**config.mk**
```make
export PLATFORM = sky130hd
export DESIGN_NAME = mul_share_arb
export DESIGN_NICKNAME = d
export VERILOG_FILES = /design/src/rtl/mul_share_arb.sv
export SDC_FILE = /design/constraint.sdc
export NUM_CORES = 1
export LEC_CHECK = 0
export BUFFER_PORTS_ARGS = -buffer_cell sky130_fd_sc_hd__buf_2
export CORE_MARGIN = 3
export CORE_UTILIZATION = 53
export DETAILED_ROUTE_END_ITERATION = 8
export GPL_TIMING_DRIVEN = 0
export PLACE_DENSITY = 0.8
export REMOVE_ABC_BUFFERS = 1
export SYNTH_ARGS = -nofsm -noshare
export SYNTH_HDL_FRONTEND = slang
export SYNTH_SLANG_ARGS = --single-unit
```
**constraint.sdc**
```tcl
create_clock -name clk -period 4.2 [get_ports clk]
set_input_delay 0 -clock clk [delete_from_list [all_inputs] [get_ports clk]]
set_output_delay 0 -clock clk [all_outputs]
set_load 0.02 [all_outputs]
```
**src/rtl/mul_share_arb.sv**
```systemverilog
// Round-robin arbiter/sequencer sharing one signed multiplier between NREQ requesters.
// A winner's operands are latched and held for CALC_CYCLES cycles. The registered
// product is then returned with the winner's ID on a single response channel.
// Optional build macro MUL_SHARE_ARB_STATS_EN adds stat_ops / stat_stall counters.
module mul_share_arb #(
    parameter int unsigned INPUTSIZE   = 4,
    parameter int unsigned NREQ        = 4,
    parameter int unsigned IDW         = 2,
    parameter int unsigned CALC_CYCLES = 2
) (
    input  logic                      clk,
    input  logic                      rst,
    input  logic [NREQ-1:0]           req_valid,
    output logic [NREQ-1:0]           req_ready,
    input  logic [NREQ*INPUTSIZE-1:0] req_a,
    input  logic [NREQ*INPUTSIZE-1:0] req_b,
    output logic                      rsp_valid,
    input  logic                      rsp_ready,
    output logic [IDW-1:0]            rsp_id,
    output logic [2*INPUTSIZE-1:0]    rsp_z,
    output logic                      rsp_zf,
    output logic                      busy
`ifdef MUL_SHARE_ARB_STATS_EN
    ,
    output logic [15:0]               stat_ops,
    output logic [15:0]               stat_stall
`endif
);

    localparam int unsigned    PW       = 2 * INPUTSIZE;
    localparam logic [IDW-1:0] LAST     = IDW'(NREQ - 1);
    localparam logic [IDW:0]   NREQ_W   = (IDW + 1)'(NREQ);
    localparam logic [3:0]     CNT_INIT = 4'(CALC_CYCLES - 1);

    typedef enum logic [1:0] {StIdle, StCalc, StResp} state_e;

    state_e                 state_q, state_d;
    logic [IDW-1:0]         rr_ptr_q, rr_ptr_d;
    logic [3:0]             cnt_q, cnt_d;
    logic [INPUTSIZE-1:0]   op_a_q, op_a_d, op_b_q, op_b_d;
    logic [IDW-1:0]         gnt_id_q, gnt_id_d;
    logic                   rsp_valid_q, rsp_valid_d;
    logic [IDW-1:0]         rsp_id_q, rsp_id_d;
    logic [PW-1:0]          rsp_z_q, rsp_z_d;
    logic                   rsp_zf_q, rsp_zf_d;

    logic [2*NREQ-1:0]      rot;
    logic [IDW:0]           sum;
    logic                   gnt_found;
    logic [IDW-1:0]         gnt_idx;
    logic [INPUTSIZE-1:0]   sel_a, sel_b;
    logic [NREQ-1:0]        gnt_vec;
    logic signed [PW-1:0]   a_ext, b_ext;
    logic [PW-1:0]          prod;

    // Round-robin search: first valid requester at or above rr_ptr, wrapping around.
    always_comb begin
        rot       = {req_valid, req_valid} >> rr_ptr_q;
        sum       = '0;
        gnt_found = 1'b0;
        gnt_idx   = '0;
        // Descending scan so the lowest rotated offset wins.
        for (int i = NREQ - 1; i >= 0; i--) begin
            if (rot[i]) begin
                gnt_found = 1'b1;
                sum       = {1'b0, rr_ptr_q} + (IDW + 1)'(i);
                if (sum >= NREQ_W) begin
                    sum = sum - NREQ_W;
                end
                gnt_idx = sum[IDW-1:0];
            end
        end
    end

    // Operand mux and one-hot grant vector for the current winner.
    always_comb begin
        sel_a   = '0;
        sel_b   = '0;
        gnt_vec = '0;
        for (int i = 0; i < NREQ; i++) begin
            if (gnt_idx == IDW'(i)) begin
                sel_a      = req_a[i*INPUTSIZE +: INPUTSIZE];
                sel_b      = req_b[i*INPUTSIZE +: INPUTSIZE];
                gnt_vec[i] = 1'b1;
            end
        end
    end

    // Shared multiplier, fed only from the latched operands; sign-extend so the
    // most-negative operand pair is exact.
    assign a_ext = {{INPUTSIZE{op_a_q[INPUTSIZE-1]}}, op_a_q};
    assign b_ext = {{INPUTSIZE{op_b_q[INPUTSIZE-1]}}, op_b_q};
    assign prod  = a_ext * b_ext;

    // req_ready is held low during reset even though the search is combinational.
    assign req_ready = (state_q == StIdle && !rst && gnt_found) ? gnt_vec : '0;
    assign busy      = (state_q != StIdle);
    assign rsp_valid = rsp_valid_q;
    assign rsp_id    = rsp_id_q;
    assign rsp_z     = rsp_z_q;
    assign rsp_zf    = rsp_zf_q;

    // Sequencer next-state: grant in IDLE, count down in CALC, hold in RESP.
    always_comb begin
        state_d     = state_q;
        rr_ptr_d    = rr_ptr_q;
        cnt_d       = cnt_q;
        op_a_d      = op_a_q;
        op_b_d      = op_b_q;
        gnt_id_d    = gnt_id_q;
        rsp_valid_d = rsp_valid_q;
        rsp_id_d    = rsp_id_q;
        rsp_z_d     = rsp_z_q;
        rsp_zf_d    = rsp_zf_q;
        unique case (state_q)
            StIdle: begin
                if (gnt_found) begin
                    op_a_d   = sel_a;
                    op_b_d   = sel_b;
                    gnt_id_d = gnt_idx;
                    rr_ptr_d = (gnt_idx == LAST) ? '0 : gnt_idx + 1'b1;
                    cnt_d    = CNT_INIT;
                    state_d  = StCalc;
                end
            end
            StCalc: begin
                if (cnt_q == 4'd0) begin
                    rsp_z_d     = prod;
                    rsp_zf_d    = (prod == '0);
                    rsp_valid_d = 1'b1;
                    rsp_id_d    = gnt_id_q;
                    state_d     = StResp;
                end else begin
                    cnt_d = cnt_q - 1'b1;
                end
            end
            StResp: begin
                if (rsp_ready) begin
                    rsp_valid_d = 1'b0;
                    state_d     = StIdle;
                end
            end
            default: state_d = StIdle;
        endcase
    end

    // State registers with synchronous reset.
    always_ff @(posedge clk) begin
        if (rst) begin
            state_q     <= StIdle;
            rr_ptr_q    <= '0;
            cnt_q       <= '0;
            op_a_q      <= '0;
            op_b_q      <= '0;
            gnt_id_q    <= '0;
            rsp_valid_q <= 1'b0;
            rsp_id_q    <= '0;
            rsp_z_q     <= '0;
            rsp_zf_q    <= 1'b0;
        end else begin
            state_q     <= state_d;
            rr_ptr_q    <= rr_ptr_d;
            cnt_q       <= cnt_d;
            op_a_q      <= op_a_d;
            op_b_q      <= op_b_d;
            gnt_id_q    <= gnt_id_d;
            rsp_valid_q <= rsp_valid_d;
            rsp_id_q    <= rsp_id_d;
            rsp_z_q     <= rsp_z_d;
            rsp_zf_q    <= rsp_zf_d;
        end
    end

`ifdef MUL_SHARE_ARB_STATS_EN
    // Saturating counters: completed responses and cycles with a request but no grant.
    always_ff @(posedge clk) begin
        if (rst) begin
            stat_ops   <= '0;
            stat_stall <= '0;
        end else begin
            if (rsp_valid_q && rsp_ready && stat_ops != 16'hFFFF) begin
                stat_ops <= stat_ops + 16'd1;
            end
            if ((|req_valid) && !(|req_ready) && stat_stall != 16'hFFFF) begin
                stat_stall <= stat_stall + 16'd1;
            end
        end
    end
`endif

endmodule

```
==> qor.yml, run 1 <==
status: "complete, no violations"
yosysWarnings: 0
io_pins: 56
period_needed_ns: 3.96
drive_gt1_share_pct: 24.2
grt_pass1_wl_mm: 7.19
cts_tree: "built"
routed_via_density: 5.37
cts.sinks: 30
portBuffers: 55
start_util_pct: 55.9
h-tree-depth: 2
worstHoldPathCells: 3
ctsResizeCount: 0
drt-wirelength-per-cell_um: 12.6
worstPathArrival_ns: 4.18
utilization_pct: 65.9
holdPathEnd: "state_q[1]"
drtPass1Iterations: 4
power.density_mw_per_mm2: 477
period_share_pct: 94.4
cap_violations: 0
switchingPower_w: 0.000461
syn_avg_cell_area_um2: 8.31
coreArea_mm2: 0.00372
switching_share_pct: 39.5
cp_top_family: "adder cells"
diodes: 0
nets: 366
dp_hpwl_mm: 3.42
hold_ws_ns: 0.00468
finalSetupViolations: 0
rsz0062_at_grt: "false"
r2r_cells: 12
antenna_found_initial: 0
setup_tns_ns: 0
rows: 22
place.gp.congestion: 0.813
final_common_cell: "buf_2"
cp_common_cell: "fa_1"
crit_slowest_cell: "fa_1"
r2r_end: "rsp_zf"
grt_max_degree: 32
drv_slew: 0
seq_area_frac_synth_pct: 28.9
cts_buffers: 5
ys_types: 42
p_leak_nw: 1.17
seqPwrFrac_pct: 32.6
hold_violations: 0
grt.total_usage_pct: 19.9
synthArstFlopShare_pct: 0
clock_skew_ns: 0.00668
cts_setup_buffers: 0
drc_errors: 0
netlist_instances: 250
drtAntennaViolNets: 0
slowest_delay_ns: 0.56
crit_chain: "nand2b_1 > fa_1 > inv_1 > fa_1 > fa_1 > ha_1 > fa_1 > a21o_2 > a21oi_2 > xnor2_1 > or4_1 > a21oi_1"
peakVddDrop_uv: 250
place_area_mm2: 0.00236
ys.flop_type: "dfxtp_1"
hp-start: "rsp_ready"
synth_edf_count: 0
synthesis.area_mm2: 0.00208
root_buffer: "clkbuf_8"
area_delta_synth_final_pct: 17.9
die_h_um: 68.6
tightest_slew_ns: 1.26
via_count: 1881
clockBufferDepth: 2
wirelength_mm: 4.41
pwr-share-comb_pct: 47.0
clk_pin_slew_ns: 0.07
required_ns: 4.41
die_w_um: 68.6
crit_type: "flip-flop to flip-flop"
final_area_mm2: 0.00245
drt_iter0_drc: 69
ys_ff_latch: 30
final_cell_mix: "buf_2 (55), nand2_1 (30), dfxtp_1 (30)"
path_buf_inv: 1
fmax_mhz: 252
die-area_mm2: 0.00471
hold_class: "primary input to flip-flop"
overflow: 0
crit_path_max_fanout: 6
insertion_delay_ns: 0.28
p_int_w: 0.000706
p_total_w: 0.00117
startpoint_type: "flip-flop"
maxSlewHeadroom_pct: 15.4
end_kind: "flip-flop"
crit_cells: 12
clockPowerShare_pct: 20.4
ff2ff_setup_slack_ns: 0.24
first_global_vias: 1749
cts_hold_buf: 0
r2r-start: "op_b_q[3]"
[cells in the mapped netlist, types with 2 or more instances]
cell,number,area [um2]
nor2_1,19,71.3
fa_1,9,180
nor2b_1,10,62.6
a221oi_1,7,61.3
ha_1,17,213
clkbuf_1,9,33.8
nor4_1,2,12.5
nand2b_1,3,18.8
dfxtp_1,30,601
xnor2_1,5,43.8
nand2_1,30,113
inv_1,17,63.8
nor3_1,17,85.1
or3b_1,2,17.5
and2_2,2,15.0
a21oi_1,24,120
a211oi_1,10,75.1
nand3_1,2,10.0
nand2_2,2,12.5
and2_1,10,62.6
nand3b_1,2,15.0
[cell families after synthesis]
kind of cell,after synthesis,synth area share [%]
compound gates,50,15.8
fa+ha+maj,26,18.9
buf+inv,29,5.90
mux,1,0.542
flops,30,28.9
xor+xnor,8,4.40
simple gates,106,25.6
[power by group through the flow]
| stage | clock network, W | logic [W] | registers (W) |
|---|---|---|---|
| 6_report | 0.000239 | 0.000548 | 0.000381 |
| 5_1_grt | 0.000254 | 0.000621 | 0.000389 |
| 4_1_cts | 0.000242 | 0.000549 | 0.000381 |
| 3_5_place_dp | 0 | 0.000546 | 0.000387 |
| 3_3_place_gp | 0 | 0.000533 | 0.000385 |
| 2_1_floorplan | 0 | 0.000405 | 0.000390 |
[layer usage]
metal | GRT usage (%) | up-vias | wire, um
li1 | - | 957 | -
met1 | 24.4 | 886 | 1970
met2 | 35.0 | 30 | 2230
met3 | 4.05 | 8 | 150
met4 | 5.71 | 0 | 53
met5 | 0 | - | 0
[cell type report]
type | instances | area, um2
clock buffer | 7 | 86.3
inverter | 18 | 67.6
multi-input combinational | 191 | 1360
tap | 48 | 60.1
sequential | 30 | 601
clock inverter | 1 | 5.00
fill | 342 | 1270
timing repair buffer | 55 | 275
[state kept, by name (all words and copies together), names as in the netlist, 2 cells and up]
signal / flops
state_q: 2
gnt_id_q: 2
op_b_q: 4
op_a_q: 4
rr_ptr_q: 2
rsp_id: 2
rsp_z: 8
cnt_q: 4
[tightest hold or removal path, stage by stage]
cell and delay [ns]:
buf_2 0.08, or3b_1 0.10, a21oi_1 0.06
[worst max-delay path by stage]
stage | to | slack (ns) | from
after detailed placement | rsp_zf | 0.23 | op_b_q[3]
after floorplan | rsp_zf | 0.44 | op_b_q[3]
after CTS | rsp_zf | 0.21 | op_b_q[3]
after global placement | rsp_zf | 0.29 | op_b_q[3]
final | rsp_zf | 0.24 | op_b_q[3]
after global routing | rsp_zf | 0.05 | op_b_q[3]
[per-stage QoR]
| stage | worst slack [ns] | std cells |
|---|---|---|
| 2_1_floorplan | 0.443 | 239 |
| 5_1_grt | 0.0525 | 350 |
| 3_5_place_dp | 0.233 | 342 |
| 3_3_place_gp | 0.287 | 342 |
| 4_1_cts | 0.208 | 350 |
| 6_report | 0.235 | 350 |
No activity file was read; power rests on OpenSTA's default activity.
==> run 2: changes to the inputs <==
--- a/config.mk
+++ b/config.mk
@@ -6,11 +6,13 @@
 export NUM_CORES = 1
 export LEC_CHECK = 0
 export BUFFER_PORTS_ARGS = -buffer_cell sky130_fd_sc_hd__buf_2
+export CAP_MARGIN = 20
 export CORE_MARGIN = 3
-export CORE_UTILIZATION = 53
+export CORE_UTILIZATION = 50
+export CTS_CLUSTER_DIAMETER = 50
 export DETAILED_ROUTE_END_ITERATION = 8
 export GPL_TIMING_DRIVEN = 0
-export PLACE_DENSITY = 0.8
+export PLACE_DENSITY = 0.77
 export REMOVE_ABC_BUFFERS = 1
 export SYNTH_ARGS = -nofsm -noshare
 export SYNTH_HDL_FRONTEND = slang
==> qor.yml, run 2 (synthesis gave the netlist of run 1 again) <==
drive_gt1_share_pct: 24.7  # was 24.2%
grt_pass1_wl_mm: 7.62  # was 7.19 mm
die_h_um: 70.5  # was 68.6 um
nets: 368  # was 366
drt_iter0_drc: 62  # was 69
overflow: 0  # unchanged
worstHoldPathCells: 3  # unchanged
coreArea_mm2: 0.00383  # was 0.00372 mm2
cts_buffers: 5  # unchanged
required_ns: 4.42  # was 4.41 ns
crit_chain: "nand2b_1 > fa_1 > inv_1 > fa_1 > fa_1 > ha_1 > fa_1 > a21o_2 > a21oi_2 > xnor2_1 > or4_1 > a21oi_1"  # unchanged
clockBufferDepth: 2  # unchanged
drtAntennaViolNets: 0  # unchanged
r2r_end: "rsp_zf"  # unchanged
drc_errors: 0  # unchanged
power.density_mw_per_mm2: 474  # was 477 mW/mm2
h-tree-depth: 2  # unchanged
start_util_pct: 54.3  # was 55.9%
rows: 22  # unchanged
largest_register_ffs: 8  # unchanged
clk_pin_slew_ns: 0.06  # was 0.07 ns
end_kind: "flip-flop"  # unchanged
clock_skew_ns: 0.00338  # was 0.00668 ns
routed_via_density: 5.33  # was 5.37
finalSetupViolations: 0  # unchanged
hp-start: "req_a[13]"  # was rsp_ready
worstPathArrival_ns: 4.19  # was 4.18 ns
cts_tree: "built"  # unchanged
holdPathEnd: "op_a_q[1]"  # was state_q[1]
diodes: 0  # unchanged
rsz0062_at_grt: "false"  # unchanged
r2r_cells: 12  # unchanged
wirelength_mm: 4.32  # was 4.41 mm
area_delta_synth_final_pct: 18.9  # was 17.9%
p_leak_nw: 1.18  # was 1.17 nW
io_pins: 56  # unchanged
drv_slew: 0  # unchanged
crit_path_max_fanout: 6  # unchanged
insertion_delay_ns: 0.29  # was 0.28 ns
place.gp.congestion: 0.804  # was 0.813
grt_max_degree: 32  # unchanged
root_buffer: "clkbuf_8"  # unchanged
ff2ff_setup_slack_ns: 0.23  # was 0.24 ns
drt-wirelength-per-cell_um: 12.3  # was 12.6 um
cts.sinks: 30  # unchanged
portBuffers: 55  # unchanged
p_total_w: 0.00117  # about the same
path_buf_inv: 1  # unchanged
cap_violations: 0  # unchanged
setup_tns_ns: 0  # unchanged
cp_top_family: "adder cells"  # unchanged
fmax_mhz: 252  # about the same
crit_type: "flip-flop to flip-flop"  # unchanged
crit_slowest_cell: "fa_1"  # unchanged
period_needed_ns: 3.97  # was 3.96 ns
antenna_found_initial: 0  # unchanged
grt.total_usage_pct: 18.9  # was 19.9%
cp_common_cell: "fa_1"  # unchanged
hold_class: "primary input to flip-flop"  # unchanged
die_w_um: 70.5  # was 68.6 um
drtPass1Iterations: 4  # unchanged
final_common_cell: "buf_2"  # unchanged
startpoint_type: "flip-flop"  # unchanged
tightest_slew_ns: 0.670  # was 1.26 ns
dp_hpwl_mm: 3.36  # was 3.42 mm
hold_violations: 0  # unchanged
peakVddDrop_uv: 239  # was 250 uV
r2r-start: "op_b_q[3]"  # unchanged
slowest_delay_ns: 0.57  # was 0.56 ns
first_global_vias: 1851  # was 1749
status: "complete, no violations"  # unchanged
period_share_pct: 94.5  # was 94.4%
via_count: 1877  # was 1881
die-area_mm2: 0.00497  # was 0.00471 mm2
maxSlewHeadroom_pct: 55.1  # was 15.4%
final_cell_mix: "buf_2 (55), nand2_1 (30), dfxtp_1 (30)"  # unchanged
run 2: changes by cell type in the layout (fill, tap and decap cells not counted):
cell           previous run  this run
buf_4                     0         1
clkinvlp_4                0         1
clkbuf_1                  1         0
dlygate4sd3_1             0         1
run 2: area by class of cell:
cell class / instances / area [um2]
Inverter: 18 / 67.6
Timing Repair Buffer: 57 / 293
Fill cell: 357 / 1360
Sequential cell: 30 / 601
Clock buffer: 6 / 82.6
Tap cell: 48 / 60.1
Multi-Input combinational cell: 191 / 1360
Clock inverter: 2 / 12.5
run 2: worst max path at each step:
stage	to	start	depth (start not counted)	slack [ns]
6_report	rsp_zf	op_b_q[3]	12	0.23
5_1_grt	rsp_zf	op_b_q[3]	12	0.03
4_1_cts	rsp_zf	op_b_q[3]	12	0.21
3_5_place_dp	rsp_zf	op_b_q[3]	12	0.25
3_3_place_gp	rsp_zf	op_b_q[3]	12	0.29
2_1_floorplan	rsp_zf	op_b_q[3]	12	0.44
run 2: power breakdown:
group          internal [W]  total (W)  switching [W]
Clock              0.000131   0.000246       0.000115
Sequential         0.000333   0.000380      0.0000467
Combinational      0.000243   0.000546       0.000304
run 2: worst register-to-register path, delay by kind of cell, from the launching register on:
kind / cells / cell delay (ns)
buffers and inverters: 1 / 0.05
AND/OR/NAND/NOR: 2 / 0.62
XOR/XNOR: 1 / 0.10
adder cells (fa/ha/maj): 5 / 2.20
AO/OA/AOI/OAI: 3 / 0.49
flip-flops: 1 / 0.45
run 2: what timing repair did:
action                                 in CTS  in global routing
setup buffers                               0                  0
endpoints found under the hold margin       1                  0
gates resized for setup                     0                  0
hold buffers                                1                  0
run 2: stage by stage:
step | cell area, um2 | cells | utilization, % | setup WS [ns] | hold slack (ns)
2_1_floorplan | 2020 | 239 | - | 0.443 | 0.0691
3_3_place_gp | 2360 | 342 | 61.6 | 0.292 | 0.285
3_5_place_dp | 2370 | 343 | 61.8 | 0.245 | 0.293
4_1_cts | 2470 | 352 | 64.6 | 0.213 | 0.0406
5_1_grt | 2470 | 352 | 64.6 | 0.0334 | 0.0472
6_report | 2470 | 352 | 64.6 | 0.232 | 0.0413
run 2: layer usage:
layer / share of wire (%) / up-vias / track usage (%) / routed length [um]
met1: 46 / 881 / 22.8 / 1990
met3: 3.8 / 6 / 5.32 / 163
met2: 49 / 30 / 32.0 / 2120
met4: 1.0 / 0 / 6.17 / 44
li1: - / 960 / - / -
met5: 0 / - / 0 / 0
